$ cat config.mk
export PLATFORM = sky130hd
export DESIGN_NAME = epb_sync_bridge_flat
export DESIGN_NICKNAME = d
export VERILOG_FILES = /design/src/rtl/epb_sync_bridge_pkg.sv /design/src/rtl/epb_sync_bridge_if.sv /design/src/rtl/epb_timeout_ctr.sv /design/src/rtl/epb_sync_bridge.sv /design/src/flat_wrapper.sv
export SDC_FILE = /design/constraint.sdc
export NUM_CORES = 1
export LEC_CHECK = 0
export ABC_AREA = 1
export CORE_UTILIZATION = 54
export DETAILED_ROUTE_END_ITERATION = 10
export GPL_TIMING_DRIVEN = 0
export MAX_ROUTING_LAYER = met4
export PLACE_DENSITY = 0.89
export REMOVE_ABC_BUFFERS = 1
export SLEW_MARGIN = 20
export SYNTH_ARGS = -nofsm -noshare
export SYNTH_HDL_FRONTEND = slang
export SYNTH_SLANG_ARGS = --single-unit
$ cat constraint.sdc
create_clock -name epb_clk -period 11.5 [get_ports epb_clk]
set_input_delay 3.45 -clock epb_clk [delete_from_list [all_inputs] [get_ports epb_clk]]
set_output_delay 3.45 -clock epb_clk [all_outputs]
set_load 0.01 [all_outputs]
$ cat src/rtl/epb_sync_bridge_pkg.sv
// Shared definitions for the EPB synchronous bridge.
// Contents: FSM state encoding, read fill bit (all-ones on timeout),
// timeout event counter width and a saturating increment helper.
package epb_pkg;

    typedef enum logic [2:0] {
        StIdle   = 3'd0,
        StStrobe = 3'd1,
        StWait   = 3'd2,
        StReady  = 3'd3,
        StHold   = 3'd4
    } epb_state_e;

    // Width of the saturating timed-out-cycle counter.
    localparam int unsigned TO_CNT_W = 16;

    // Read data returned on a timed-out read is this bit replicated.
    localparam logic RD_FILL_BIT = 1'b1;

    function automatic logic [TO_CNT_W-1:0] sat_inc(input logic [TO_CNT_W-1:0] v);
        return (&v) ? v : v + 1'b1;
    endfunction

endpackage

$ cat src/rtl/epb_sync_bridge_if.sv
// Bundle of EPB pad-side and internal register-bus signals for the bridge.
// Modports:
//   slave  - the bridge view (EPB slave, register-bus initiator)
//   master - the processor/decoder view (drives EPB, answers the register bus)
interface epb_sync_bridge_if
    import epb_pkg::*;
#(
    parameter int unsigned DATA_WIDTH = 16,
    parameter int unsigned ADDR_WIDTH = 23,
    parameter int unsigned GP_WIDTH   = 6
);
    localparam int unsigned BE_W = DATA_WIDTH / 8;
    localparam int unsigned BA_W = GP_WIDTH + ADDR_WIDTH;

    // EPB side
    logic                  epb_cs_n;
    logic                  epb_oe_n;
    logic                  epb_r_w_n;
    logic [BE_W-1:0]       epb_be_n;
    logic [ADDR_WIDTH-1:0] epb_addr;
    logic [GP_WIDTH-1:0]   epb_addr_gp;
    logic [DATA_WIDTH-1:0] epb_data_in;
    logic [DATA_WIDTH-1:0] epb_data_out;
    logic                  epb_data_oe_n;
    logic                  epb_rdy;
    logic                  epb_rdy_oe;

    // Internal register bus
    logic [BA_W-1:0]       bus_addr;
    logic [BE_W-1:0]       bus_be;
    logic [DATA_WIDTH-1:0] bus_wr_data;
    logic                  bus_wr_en;
    logic                  bus_rd_en;
    logic [DATA_WIDTH-1:0] bus_rd_data;
    logic                  bus_ack;

    logic [TO_CNT_W-1:0]   timeout_count;

    modport slave (
        input  epb_cs_n, epb_oe_n, epb_r_w_n, epb_be_n, epb_addr, epb_addr_gp, epb_data_in,
        output epb_data_out, epb_data_oe_n, epb_rdy, epb_rdy_oe,
        output bus_addr, bus_be, bus_wr_data, bus_wr_en, bus_rd_en,
        input  bus_rd_data, bus_ack,
        output timeout_count
    );

    modport master (
        output epb_cs_n, epb_oe_n, epb_r_w_n, epb_be_n, epb_addr, epb_addr_gp, epb_data_in,
        input  epb_data_out, epb_data_oe_n, epb_rdy, epb_rdy_oe,
        input  bus_addr, bus_be, bus_wr_data, bus_wr_en, bus_rd_en,
        output bus_rd_data, bus_ack,
        input  timeout_count
    );

endinterface

$ cat src/rtl/epb_timeout_ctr.sv
// Per-transaction wait counter plus saturating count of timed-out cycles.
// Ports:
//   clk, rst        - clock, asynchronous active-high reset
//   i_clear         - load the wait counter with zero
//   i_en            - advance the wait counter (holds at terminal)
//   o_terminal      - wait counter equals TIMEOUT-1
//   i_event         - a cycle timed out; bump the event counter
//   o_event_count   - saturating timed-out-cycle count
module epb_timeout_ctr
    import epb_pkg::*;
#(
    parameter int unsigned TIMEOUT = 255
) (
    input  logic                clk,
    input  logic                rst,
    input  logic                i_clear,
    input  logic                i_en,
    output logic                o_terminal,
    input  logic                i_event,
    output logic [TO_CNT_W-1:0] o_event_count
);
    localparam logic [15:0] TERM = 16'(TIMEOUT - 1);

    logic [15:0]         r_count;
    logic [TO_CNT_W-1:0] r_events;

    assign o_terminal    = (r_count == TERM);
    assign o_event_count = r_events;

    always_ff @(posedge clk or posedge rst) begin
        if (rst) begin
            r_count <= '0;
        end else if (i_clear) begin
            r_count <= '0;
        end else if (i_en && !o_terminal) begin
            r_count <= r_count + 16'd1;
        end
    end

    always_ff @(posedge clk or posedge rst) begin
        if (rst) begin
            r_events <= '0;
        end else if (i_event) begin
            r_events <= sat_inc(r_events);
        end
    end

endmodule

$ cat src/rtl/epb_sync_bridge.sv
// EPB slave bridge: registers the EPB inputs once, turns each EPB cycle into a
// single-cycle read/write strobe on the internal register bus, waits for
// bus_ack (bounded by TIMEOUT) and returns the EPB ready pulse.
// Ports:
//   epb_clk, epb_rst - clock, asynchronous active-high reset
//   epb              - slave modport carrying EPB pad signals, register bus
//                      signals and the timed-out-cycle count
module epb_sync_bridge
    import epb_pkg::*;
#(
    parameter int unsigned DATA_WIDTH = 16,
    parameter int unsigned ADDR_WIDTH = 23,
    parameter int unsigned GP_WIDTH   = 6,
    parameter int unsigned TIMEOUT    = 255
) (
    input logic               epb_clk,
    input logic               epb_rst,
    epb_sync_bridge_if.slave  epb
);
    localparam int unsigned BE_W = DATA_WIDTH / 8;
    localparam int unsigned BA_W = GP_WIDTH + ADDR_WIDTH;

    // Input stage S1
    logic                  r_s1_cs_n;
    logic                  r_s1_oe_n;
    logic                  r_s1_r_w_n;
    logic [BE_W-1:0]       r_s1_be_n;
    logic [ADDR_WIDTH-1:0] r_s1_addr;
    logic [GP_WIDTH-1:0]   r_s1_gp;
    logic [DATA_WIDTH-1:0] r_s1_data;

    // Transaction state
    epb_state_e            r_state, w_state_d;
    logic [BA_W-1:0]       r_bus_addr;
    logic [BE_W-1:0]       r_bus_be;
    logic [DATA_WIDTH-1:0] r_bus_wr_data;
    logic                  r_rnw;
    logic                  r_ack;
    logic                  w_ack_d;
    logic [DATA_WIDTH-1:0] r_rd_data;
    logic [DATA_WIDTH-1:0] r_data_out, w_data_out_d;

    logic w_latch;
    logic w_ctr_clear;
    logic w_ctr_en;
    logic w_ctr_term;
    logic w_to_event;
    logic w_drive_phase;

    always_ff @(posedge epb_clk or posedge epb_rst) begin
        if (epb_rst) begin
            r_s1_cs_n  <= 1'b1;
            r_s1_oe_n  <= 1'b1;
            r_s1_r_w_n <= 1'b1;
            r_s1_be_n  <= '1;
            r_s1_addr  <= '0;
            r_s1_gp    <= '0;
            r_s1_data  <= '0;
        end else begin
            r_s1_cs_n  <= epb.epb_cs_n;
            r_s1_oe_n  <= epb.epb_oe_n;
            r_s1_r_w_n <= epb.epb_r_w_n;
            r_s1_be_n  <= epb.epb_be_n;
            r_s1_addr  <= epb.epb_addr;
            r_s1_gp    <= epb.epb_addr_gp;
            r_s1_data  <= epb.epb_data_in;
        end
    end

    epb_timeout_ctr #(
        .TIMEOUT (TIMEOUT)
    ) u_timeout_ctr (
        .clk           (epb_clk),
        .rst           (epb_rst),
        .i_clear       (w_ctr_clear),
        .i_en          (w_ctr_en),
        .o_terminal    (w_ctr_term),
        .i_event       (w_to_event),
        .o_event_count (epb.timeout_count)
    );

    always_comb begin
        w_state_d    = r_state;
        w_ack_d      = 1'b0;
        w_data_out_d = r_data_out;
        w_latch      = 1'b0;
        w_ctr_clear  = 1'b0;
        w_ctr_en     = 1'b0;
        w_to_event   = 1'b0;
        unique case (r_state)
            StIdle: begin
                if (!r_s1_cs_n) begin
                    w_latch   = 1'b1;
                    w_state_d = StStrobe;
                end
            end
            StStrobe: begin
                w_ctr_clear = 1'b1;
                if (r_s1_cs_n) begin
                    w_state_d = StIdle;
                end else begin
                    // An ack alongside the strobe is held for WAIT's first cycle.
                    w_ack_d   = epb.bus_ack;
                    w_state_d = StWait;
                end
            end
            StWait: begin
                w_ctr_en = 1'b1;
                if (r_s1_cs_n) begin
                    w_state_d = StIdle;
                end else if (r_ack) begin
                    // Ack beats a simultaneous timeout.
                    if (r_rnw) w_data_out_d = r_rd_data;
                    w_state_d = StReady;
                end else if (w_ctr_term) begin
                    if (r_rnw) w_data_out_d = {DATA_WIDTH{RD_FILL_BIT}};
                    w_to_event = 1'b1;
                    w_state_d  = StReady;
                end else begin
                    w_ack_d = epb.bus_ack;
                end
            end
            StReady: w_state_d = StHold;
            StHold: begin
                if (r_s1_cs_n) w_state_d = StIdle;
            end
            default: w_state_d = StIdle;
        endcase
    end

    always_ff @(posedge epb_clk or posedge epb_rst) begin
        if (epb_rst) begin
            r_state       <= StIdle;
            r_ack         <= 1'b0;
            r_rd_data     <= '0;
            r_data_out    <= '0;
            r_bus_addr    <= '0;
            r_bus_be      <= '0;
            r_bus_wr_data <= '0;
            r_rnw         <= 1'b1;
        end else begin
            r_state    <= w_state_d;
            r_ack      <= w_ack_d;
            r_data_out <= w_data_out_d;
            if (w_ack_d) r_rd_data <= epb.bus_rd_data;
            if (w_latch) begin
                r_bus_addr    <= {r_s1_gp, r_s1_addr};
                r_bus_be      <= ~r_s1_be_n;
                r_bus_wr_data <= r_s1_data;
                r_rnw         <= r_s1_r_w_n;
            end
        end
    end

    assign w_drive_phase = (r_state == StReady) || (r_state == StHold);

    assign epb.bus_addr      = r_bus_addr;
    assign epb.bus_be        = r_bus_be;
    assign epb.bus_wr_data   = r_bus_wr_data;
    assign epb.bus_wr_en     = (r_state == StStrobe) && !r_rnw;
    assign epb.bus_rd_en     = (r_state == StStrobe) && r_rnw;
    assign epb.epb_data_out  = r_data_out;
    assign epb.epb_rdy       = (r_state == StReady);
    assign epb.epb_rdy_oe    = w_drive_phase;
    assign epb.epb_data_oe_n = !(w_drive_phase && r_rnw && !r_s1_oe_n);

endmodule
$ cat src/flat_wrapper.sv
// flat-port wrapper written by rule: the top's interface ports become plain ports
module epb_sync_bridge_flat import epb_pkg::*;
#(
    parameter int unsigned DATA_WIDTH = 16,
    parameter int unsigned ADDR_WIDTH = 23,
    parameter int unsigned GP_WIDTH   = 6,
    parameter int unsigned TIMEOUT    = 255
)
  (epb_clk, epb_rst, epb_epb_cs_n, epb_epb_oe_n, epb_epb_r_w_n, epb_epb_be_n, epb_epb_addr, epb_epb_addr_gp, epb_epb_data_in, epb_epb_data_out, epb_epb_data_oe_n, epb_epb_rdy, epb_epb_rdy_oe, epb_bus_addr, epb_bus_be, epb_bus_wr_data, epb_bus_wr_en, epb_bus_rd_en, epb_bus_rd_data, epb_bus_ack, epb_timeout_count);
  epb_sync_bridge_if #(.DATA_WIDTH(DATA_WIDTH), .ADDR_WIDTH(ADDR_WIDTH), .GP_WIDTH(GP_WIDTH)) epb_i ();
  input logic epb_clk;
  input logic epb_rst;
  input wire logic [$bits(epb_i.epb_cs_n)-1:0] epb_epb_cs_n;
  input wire logic [$bits(epb_i.epb_oe_n)-1:0] epb_epb_oe_n;
  input wire logic [$bits(epb_i.epb_r_w_n)-1:0] epb_epb_r_w_n;
  input wire logic [$bits(epb_i.epb_be_n)-1:0] epb_epb_be_n;
  input wire logic [$bits(epb_i.epb_addr)-1:0] epb_epb_addr;
  input wire logic [$bits(epb_i.epb_addr_gp)-1:0] epb_epb_addr_gp;
  input wire logic [$bits(epb_i.epb_data_in)-1:0] epb_epb_data_in;
  output wire logic [$bits(epb_i.epb_data_out)-1:0] epb_epb_data_out;
  output wire logic [$bits(epb_i.epb_data_oe_n)-1:0] epb_epb_data_oe_n;
  output wire logic [$bits(epb_i.epb_rdy)-1:0] epb_epb_rdy;
  output wire logic [$bits(epb_i.epb_rdy_oe)-1:0] epb_epb_rdy_oe;
  output wire logic [$bits(epb_i.bus_addr)-1:0] epb_bus_addr;
  output wire logic [$bits(epb_i.bus_be)-1:0] epb_bus_be;
  output wire logic [$bits(epb_i.bus_wr_data)-1:0] epb_bus_wr_data;
  output wire logic [$bits(epb_i.bus_wr_en)-1:0] epb_bus_wr_en;
  output wire logic [$bits(epb_i.bus_rd_en)-1:0] epb_bus_rd_en;
  input wire logic [$bits(epb_i.bus_rd_data)-1:0] epb_bus_rd_data;
  input wire logic [$bits(epb_i.bus_ack)-1:0] epb_bus_ack;
  output wire logic [$bits(epb_i.timeout_count)-1:0] epb_timeout_count;
  assign epb_i.epb_cs_n = epb_epb_cs_n;
  assign epb_i.epb_oe_n = epb_epb_oe_n;
  assign epb_i.epb_r_w_n = epb_epb_r_w_n;
  assign epb_i.epb_be_n = epb_epb_be_n;
  assign epb_i.epb_addr = epb_epb_addr;
  assign epb_i.epb_addr_gp = epb_epb_addr_gp;
  assign epb_i.epb_data_in = epb_epb_data_in;
  assign epb_epb_data_out = epb_i.epb_data_out;
  assign epb_epb_data_oe_n = epb_i.epb_data_oe_n;
  assign epb_epb_rdy = epb_i.epb_rdy;
  assign epb_epb_rdy_oe = epb_i.epb_rdy_oe;
  assign epb_bus_addr = epb_i.bus_addr;
  assign epb_bus_be = epb_i.bus_be;
  assign epb_bus_wr_data = epb_i.bus_wr_data;
  assign epb_bus_wr_en = epb_i.bus_wr_en;
  assign epb_bus_rd_en = epb_i.bus_rd_en;
  assign epb_i.bus_rd_data = epb_bus_rd_data;
  assign epb_i.bus_ack = epb_bus_ack;
  assign epb_timeout_count = epb_i.timeout_count;
  epb_sync_bridge #(.DATA_WIDTH(DATA_WIDTH), .ADDR_WIDTH(ADDR_WIDTH), .GP_WIDTH(GP_WIDTH), .TIMEOUT(TIMEOUT)) u_core (.epb_clk(epb_clk), .epb_rst(epb_rst), .epb(epb_i));
endmodule
==> results of run 1 <==
## final cells by class
class | count | area (um2) | area share (%)
inverter | 46 | 185 | 2.04
timing repair buffer | 153 | 1550 | 17.0
sequential | 166 | 4160 | 45.8
clock inverter | 12 | 166 | 1.83
clock buffer | 20 | 457 | 5.02
multi-input combinational | 416 | 2370 | 26.0
tap | 168 | 210 | 2.31
## how the worst max path moves through the flow
stage,start,to,slack (ns),depth (start not counted)
after floorplan,epb_rst,u_core.epb.bus_addr[0]$_DFFE_PP0P_,3.57,1
after global placement,epb_rst,u_core.epb.epb_data_out[10]$_DFFE_PP0P_,1.79,2
after detailed placement,u_core.r_state[2]$_DFFE_PP0P_,epb_bus_rd_en,6.35,4
after CTS,u_core.r_state[2]$_DFFE_PP0P_,epb_bus_rd_en,5.83,4
after global routing,u_core.r_state[0]$_DFFE_PP0P_,epb_epb_data_oe_n,5.75,6
final,u_core.r_state[0]$_DFFE_PP0P_,epb_epb_rdy_oe,5.80,5
## logic make-up after synthesis
kind of cell    synth area share [%]
fa+ha+maj                      0.550
simple gates                    21.6
xor+xnor                        1.28
compound gates                  3.67
buf+inv                         4.48
mux                             7.43
flops                           61.0
## per-stage QoR
stage / std cells / hold WS [ns] / util [%] / worst slack, ns
2_1_floorplan: 628 / 0.433 / - / 3.57
3_3_place_gp: 948 / 0.441 / 69.3 / 1.79
3_5_place_dp: 949 / 0.453 / 69.7 / 6.35
4_1_cts: 981 / 0.476 / 74.8 / 5.83
5_1_grt: 981 / 0.485 / 74.8 / 5.75
6_report: 981 / 0.469 / 74.8 / 5.80
## per-layer routing
layer  up-vias  wire length (um)
met5         -                 0
met4         0               503
met3        46              1360
met2       228              8970
met1      2632              6800
li1       2419                 -
## cells in the final DEF (no fill, tap or decap), drive strengths merged, types with 5 or more instances in the layout
cell type,n
inv,50
nand3,50
clkinv,5
nand2,167
clkbuf,20
dfstp,6
nor3,9
xor2,7
mux2,45
o21ai,35
nor2,70
clkdlybuf4s50,152
dfrtp,160
nand4,19
## power breakdown
group | leakage (nW) | total (mW) | internal [mW] | switching, mW
sequential | 2.06 | 0.850 | 0.739 | 0.111
clock | 0.309 | 0.598 | 0.358 | 0.240
combinational | 1.72 | 0.707 | 0.356 | 0.351
total | 4.09 | 2.16 | 1.45 | 0.702
## worst max-delay path: stages (launching register included)
cell and delay [ns]:
dfrtp_1 0.40, inv_1 0.11, nor3_1 0.48, inv_1 0.12, nand2_1 0.13, clkdlybuf4s50_1 0.58
## registers in the layout, indices dropped and copies added, names as in the netlist
signal	cells
u_core.r_s1_addr	23
u_core.r_state	3
u_core.epb.bus_be	2
u_core.r_s1_gp	6
u_core.r_s1_oe_n	1
u_core.epb.epb_data_out	16
u_core.r_s1_cs_n	1
u_core.epb.bus_addr	29
u_core.u_timeout_ctr.o_event_count	16
u_core.r_s1_data	16
u_core.r_s1_r_w_n	1
u_core.r_ack	1
u_core.r_s1_be_n	2
u_core.u_timeout_ctr.r_count	16
u_core.epb.bus_wr_data	16
u_core.r_rd_data	16
u_core.r_rnw	1
==> reports/metrics.yaml, run 1 <==
status:
  status: "complete, no violations"
placed_design:
  io_buffer_count: 152
  gp_congestion: 0.870
  placed_area_mm2: 0.00847
  post-dp-hpwl_um: 11200
layout:
  nets: 872
  drive_gt1_share_pct: 16.1
  syn2layout_area_growth_pct: 33.4
  stdcell_area_mm2: 0.00909
  num_antenna_cells: 0
  fillers: 733
floorplanning:
  fp.dieArea_mm2: 0.0131
  die-height_um: 114
  fp.dieW_um: 114
  ios: 153
  rows: 40
  initial_utilization_pct: 56.1
  coreArea_mm2: 0.0122
logic_synthesis:
  synth_cells: 647
  synthArstFlopShare_pct: 100
  yosys_most_used_dff: "dfrtp_1"
  ys_seq_area_share_pct: 61.0
  yosysTopAreaCellShare_pct: 58.7
  ys_warn_count: 0
  synth-edff-count: 0
  synth.area.top_cells: "dfrtp_1 (59%), nand2_1 (8.2%), mux2_2 (7.1%)"
  yosysMostFrequentCell: "dfrtp_1"
  netlist_area_mm2: 0.00682
  synth.avg_cell_area_um2: 10.5
  synth_area_leader_cell: "dfrtp_1"
  yosysUniqueCellTypes: 38
  yosys_register_bits: 166
  synthTopCellsByCount: "dfrtp_1 (160), nand2_1 (149), nor2_1 (64), nand3_1 (47), mux2_2 (43)"
setup_path:
  cp_max_fo: 3
  r2r-start: "u_core.u_timeout_ctr.r_count[0]$_DFFE_PP0P_"
  required_ns: 8.05
  r2r_slack_ns: 9.17
  timing.rr.end: "u_core.epb.epb_data_out[8]$_DFFE_PP0P_"
  path_class: "flip-flop to primary output"
  worstSetupStartpointType: "flip-flop"
  worstSetupEndpointType: "primary output"
  cp.arrival_ns: 2.25
  ff2ff_path_depth: 9
power_and_ir_drop:
  total_power_mw: 2.16
  leakagePower_nw: 4.09
  ir_worst_vdd_v: 0.000176
  cellPowerDensity_mw_per_mm2: 237
cts:
  cts_inserted_buffers: 17
  cts_root_buf: "clkbuf_16"
  clkSinkCount: 166
  htreeDepth: 4
  cts_max_path_buffers: 2
  cts_setup_buffers: 0
  cts_tree: "yes"
  clock_latency_ns: 0.43
  path_clk_slew_ns: 0.06
  hold_buffers: 0
  cts_resized: 0
global_routing:
  grt_use_met3_pct: 9.11
  grt_max_degree: 111
  grt_pass1_vias: 5510
  grt_busiest_layer: "met2"
  grt_usage_pct: 29.7
  globalRouteMet2Util_pct: 50.3
  use_met1_pct: 32.8
  antenna_found_initial: 0
  grt_pass1_wl_um: 28000
  grt_remaining_overflow: 0
worst_hold_path:
  holdPathStages: 1
  hold_path_end: "u_core.epb.bus_addr[26]$_DFFE_PP0P_"
  hp-class: "flip-flop to flip-flop"
  hp-start: "u_core.r_s1_gp[3]$_DFF_PP0_"
sta:
  worst_slew_pin_slew_ns: 0.783
  fin_crit_ns: 5.70
  final.setup.tns_ns: 0
  relSlewSlack_pct: 47.7
  fmax_ghz: 0.176
  drv_slew: 0
  skew_ns: 0.0106
  timing.final.crit_share_pct: 49.5
  hold_violations: 0
  rsz0062_at_grt: "no"
  setup_viol: 0
detailed_routing:
  vias: 5325
  routed_via_density: 5.43
  ant_nets: 0
  wl_per_cell_um: 18.0
  dr.pass1.iters: 6
  drtIter0Drc: 378
  wl_um: 17600
  route.detailed.drc: 0
run:
  maxCapViolations: 0
Power figures use the tool's default switching activity.
==> inputs of run 2 (changes only) <==
--- a/config.mk
+++ b/config.mk
@@ -6,11 +6,11 @@
 export NUM_CORES = 1
 export LEC_CHECK = 0
 export ABC_AREA = 1
-export CORE_UTILIZATION = 54
+export CORE_UTILIZATION = 50
 export DETAILED_ROUTE_END_ITERATION = 10
 export GPL_TIMING_DRIVEN = 0
 export MAX_ROUTING_LAYER = met4
-export PLACE_DENSITY = 0.89
+export PLACE_DENSITY = 0.83
 export REMOVE_ABC_BUFFERS = 1
 export SLEW_MARGIN = 20
 export SYNTH_ARGS = -nofsm -noshare
==> constraint.sdc (replaced) <==
create_clock -name epb_clk -period 5.74 [get_ports epb_clk]
set_input_delay 1.722 -clock epb_clk [delete_from_list [all_inputs] [get_ports epb_clk]]
set_output_delay 1.722 -clock epb_clk [all_outputs]
set_load 0.01 [all_outputs]
==> run 2 against run 1 <==
  * Global-route usage decreased by 4.7 points
  * Clock power up 110%
  * Core utilization down 6.1 points
  * First-iteration DRC count grew 2.4%
  * Power grew 100%
  * Wire length down 8.9%
  * Critical path type unchanged
  * Critical endpoint is now epb_bus_rd_en
==> reports/metrics.yaml, run 2 (synthesis gave the netlist of run 1 again) <==
layout:
  mostFrequentLayoutCells: "dfrtp_1 (160), clkdlybuf4s50_1 (152), nand2_1 (149)"
  syn2layout_area_growth_pct: 33.8
  stdcell_area_mm2: 0.00913
  final_cells: 989
  nets: 872
  drive_gt1_share_pct: 16.1
  fillers: 915
  fin_util_pct: 68.7
  seq_area_mm2: 0.00416
  largest_reg_flops: 29
  multiInputGateArea_mm2: 0.00237
  final_common_cell: "dfrtp_1"
  num_antenna_cells: 0
sta:
  fmax_ghz: 0.256
  worst_slew_pin_slew_ns: 0.792
  hold_violations: 0
  timing.final.crit_share_pct: 68.0
  fin_crit_ns: 3.90
  setup_viol: 0
  relSlewSlack_pct: 47.0
  rsz0062_at_grt: "no"
  drv_slew: 0
  setup_slack_ns: 1.84
  skew_ns: 0.00661
  whs_ns: 0.459
worst_hold_path:
  hp-class: "flip-flop to flip-flop"
detailed_routing:
  route.detailed.drc: 0
  wl_um: 16100
  vias: 5154
  dr.pass1.iters: 5
  routed_via_density: 5.21
  drtIter0Drc: 387
  ant_nets: 0
  wl_per_cell_um: 16.3
setup_path:
  worstSetupEndpointType: "primary output"
  crit_path_top_delay_cell: "clkdlybuf4s50_1"
  cp_max_fo: 14
  r2r_slack_ns: 3.50
  required_ns: 4.02
  path_class: "flip-flop to primary output"
  critPathTopFamily: "buffers and inverters"
  cp.arrival_ns: 2.18
  path_cells: "inv_2 -> nand3_2 -> nor2_1 -> clkdlybuf4s50_1"
  path_buf_inv: 2
  slowest_delay_ns: 0.57
  worstSetupStartpointType: "flip-flop"
floorplanning:
  fp.dieArea_mm2: 0.0141
  fp.dieW_um: 119
  rows: 42
  coreArea_mm2: 0.0133
  initial_utilization_pct: 51.3
  die-height_um: 119
  ios: 153
placed_design:
  io_buffer_count: 152
  post-dp-hpwl_um: 10600
  placed_area_mm2: 0.00848
  gp_congestion: 0.917
  dpl_worst_slack_ns: 2.32
  dp_cells: 957
cts:
  cts_tree: "yes"
  clkSinkCount: 166
  htreeDepth: 4
  hold_buffers: 0
  cts_setup_buffers: 0
  cts_root_buf: "clkbuf_16"
  path_clk_slew_ns: 0.07
  cts_max_path_buffers: 2
  clock_latency_ns: 0.43
  cts_inserted_buffers: 17
  cts_resized: 0
global_routing:
  grt_remaining_overflow: 0
  grt_max_degree: 89
  grt_pass1_wl_um: 26000
  antenna_found_initial: 0
  grt_usage_pct: 25.0
  grt_pass1_vias: 5264
power_and_ir_drop:
  leakagePower_nw: 4.08
  cellPowerDensity_mw_per_mm2: 471
  ir_worst_vdd_v: 0.000355
run:
  maxCapViolations: 0
status:
  status: "complete, no violations"
[run 2: final cells by class]
| cell class | instances | area share [%] |
|---|---|---|
| Multi-Input combinational cell | 416 | 25.9 |
| Clock buffer | 20 | 5.00 |
| Inverter | 46 | 2.03 |
| Sequential cell | 166 | 45.6 |
| Tap cell | 176 | 2.41 |
| Timing Repair Buffer | 153 | 17.0 |
| Clock inverter | 12 | 2.08 |
[run 2: through the flow]
stage          power, mW  setup TNS (ns)
2_1_floorplan       2.33          -73.94
3_3_place_gp        2.99         -366.34
3_5_place_dp        3.04               0
4_1_cts             4.33               0
5_1_grt             4.48               0
6_report            4.30               0
[run 2: layer usage]
layer / vias to the layer above / GRT usage, % / share of wire, %
li1: 2415 / - / -
met1: 2516 / 28.1 / 39
met2: 198 / 40.6 / 50
met3: 25 / 10.1 / 8.9
met4: 0 / 8.15 / 1.5
met5: - / - / 0
[run 2: path summary, 6_finish.rpt]
path / start / to / cells past startpoint
max: u_core.r_state[2]$_DFFE_PP0P_ / epb_bus_rd_en / 4
min: u_core.r_s1_gp[2]$_DFF_PP0_ / u_core.epb.bus_addr[25]$_DFFE_PP0P_ / 1
max reg2reg: u_core.u_timeout_ctr.r_count[0]$_DFFE_PP0P_ / u_core.epb.epb_data_out[11]$_DFFE_PP0P_ / 9
min reg2reg: u_core.r_s1_gp[2]$_DFF_PP0_ / u_core.epb.bus_addr[25]$_DFFE_PP0P_ / 1
max in group asynchronous: epb_rst / u_core.r_s1_cs_n$_DFF_PP1_ / 3
min in group asynchronous: epb_rst / u_core.r_s1_data[2]$_DFF_PP0_ / 2
[run 2: report_power, final]
group | total, mW | internal (mW) | switching, mW
logic | 1.38 | 0.712 | 0.665
clock network | 1.25 | 0.760 | 0.488
registers | 1.68 | 1.48 | 0.195
total | 4.30 | 2.95 | 1.35
==> inputs of run 3 (changes only) <==
==> constraint.sdc (replaced) <==
create_clock -name epb_clk -period 4.1 [get_ports epb_clk]
set_input_delay 1.23 -clock epb_clk [delete_from_list [all_inputs] [get_ports epb_clk]]
set_output_delay 1.23 -clock epb_clk [all_outputs]
set_load 0.01 [all_outputs]
==> results of run 3 <==
The final DEF is identical to that of run 2. Status: complete, no violations.
Main changes from that run: setup slack after placement 2.32 ns -> 1.18 ns; setup slack after layout 1.84 ns -> 0.691 ns; register-to-register setup slack 3.50 ns -> 1.86 ns; total power 4.30 mW -> 6.02 mW; worst IR drop on VDD 0.000355 V -> 0.000498 V
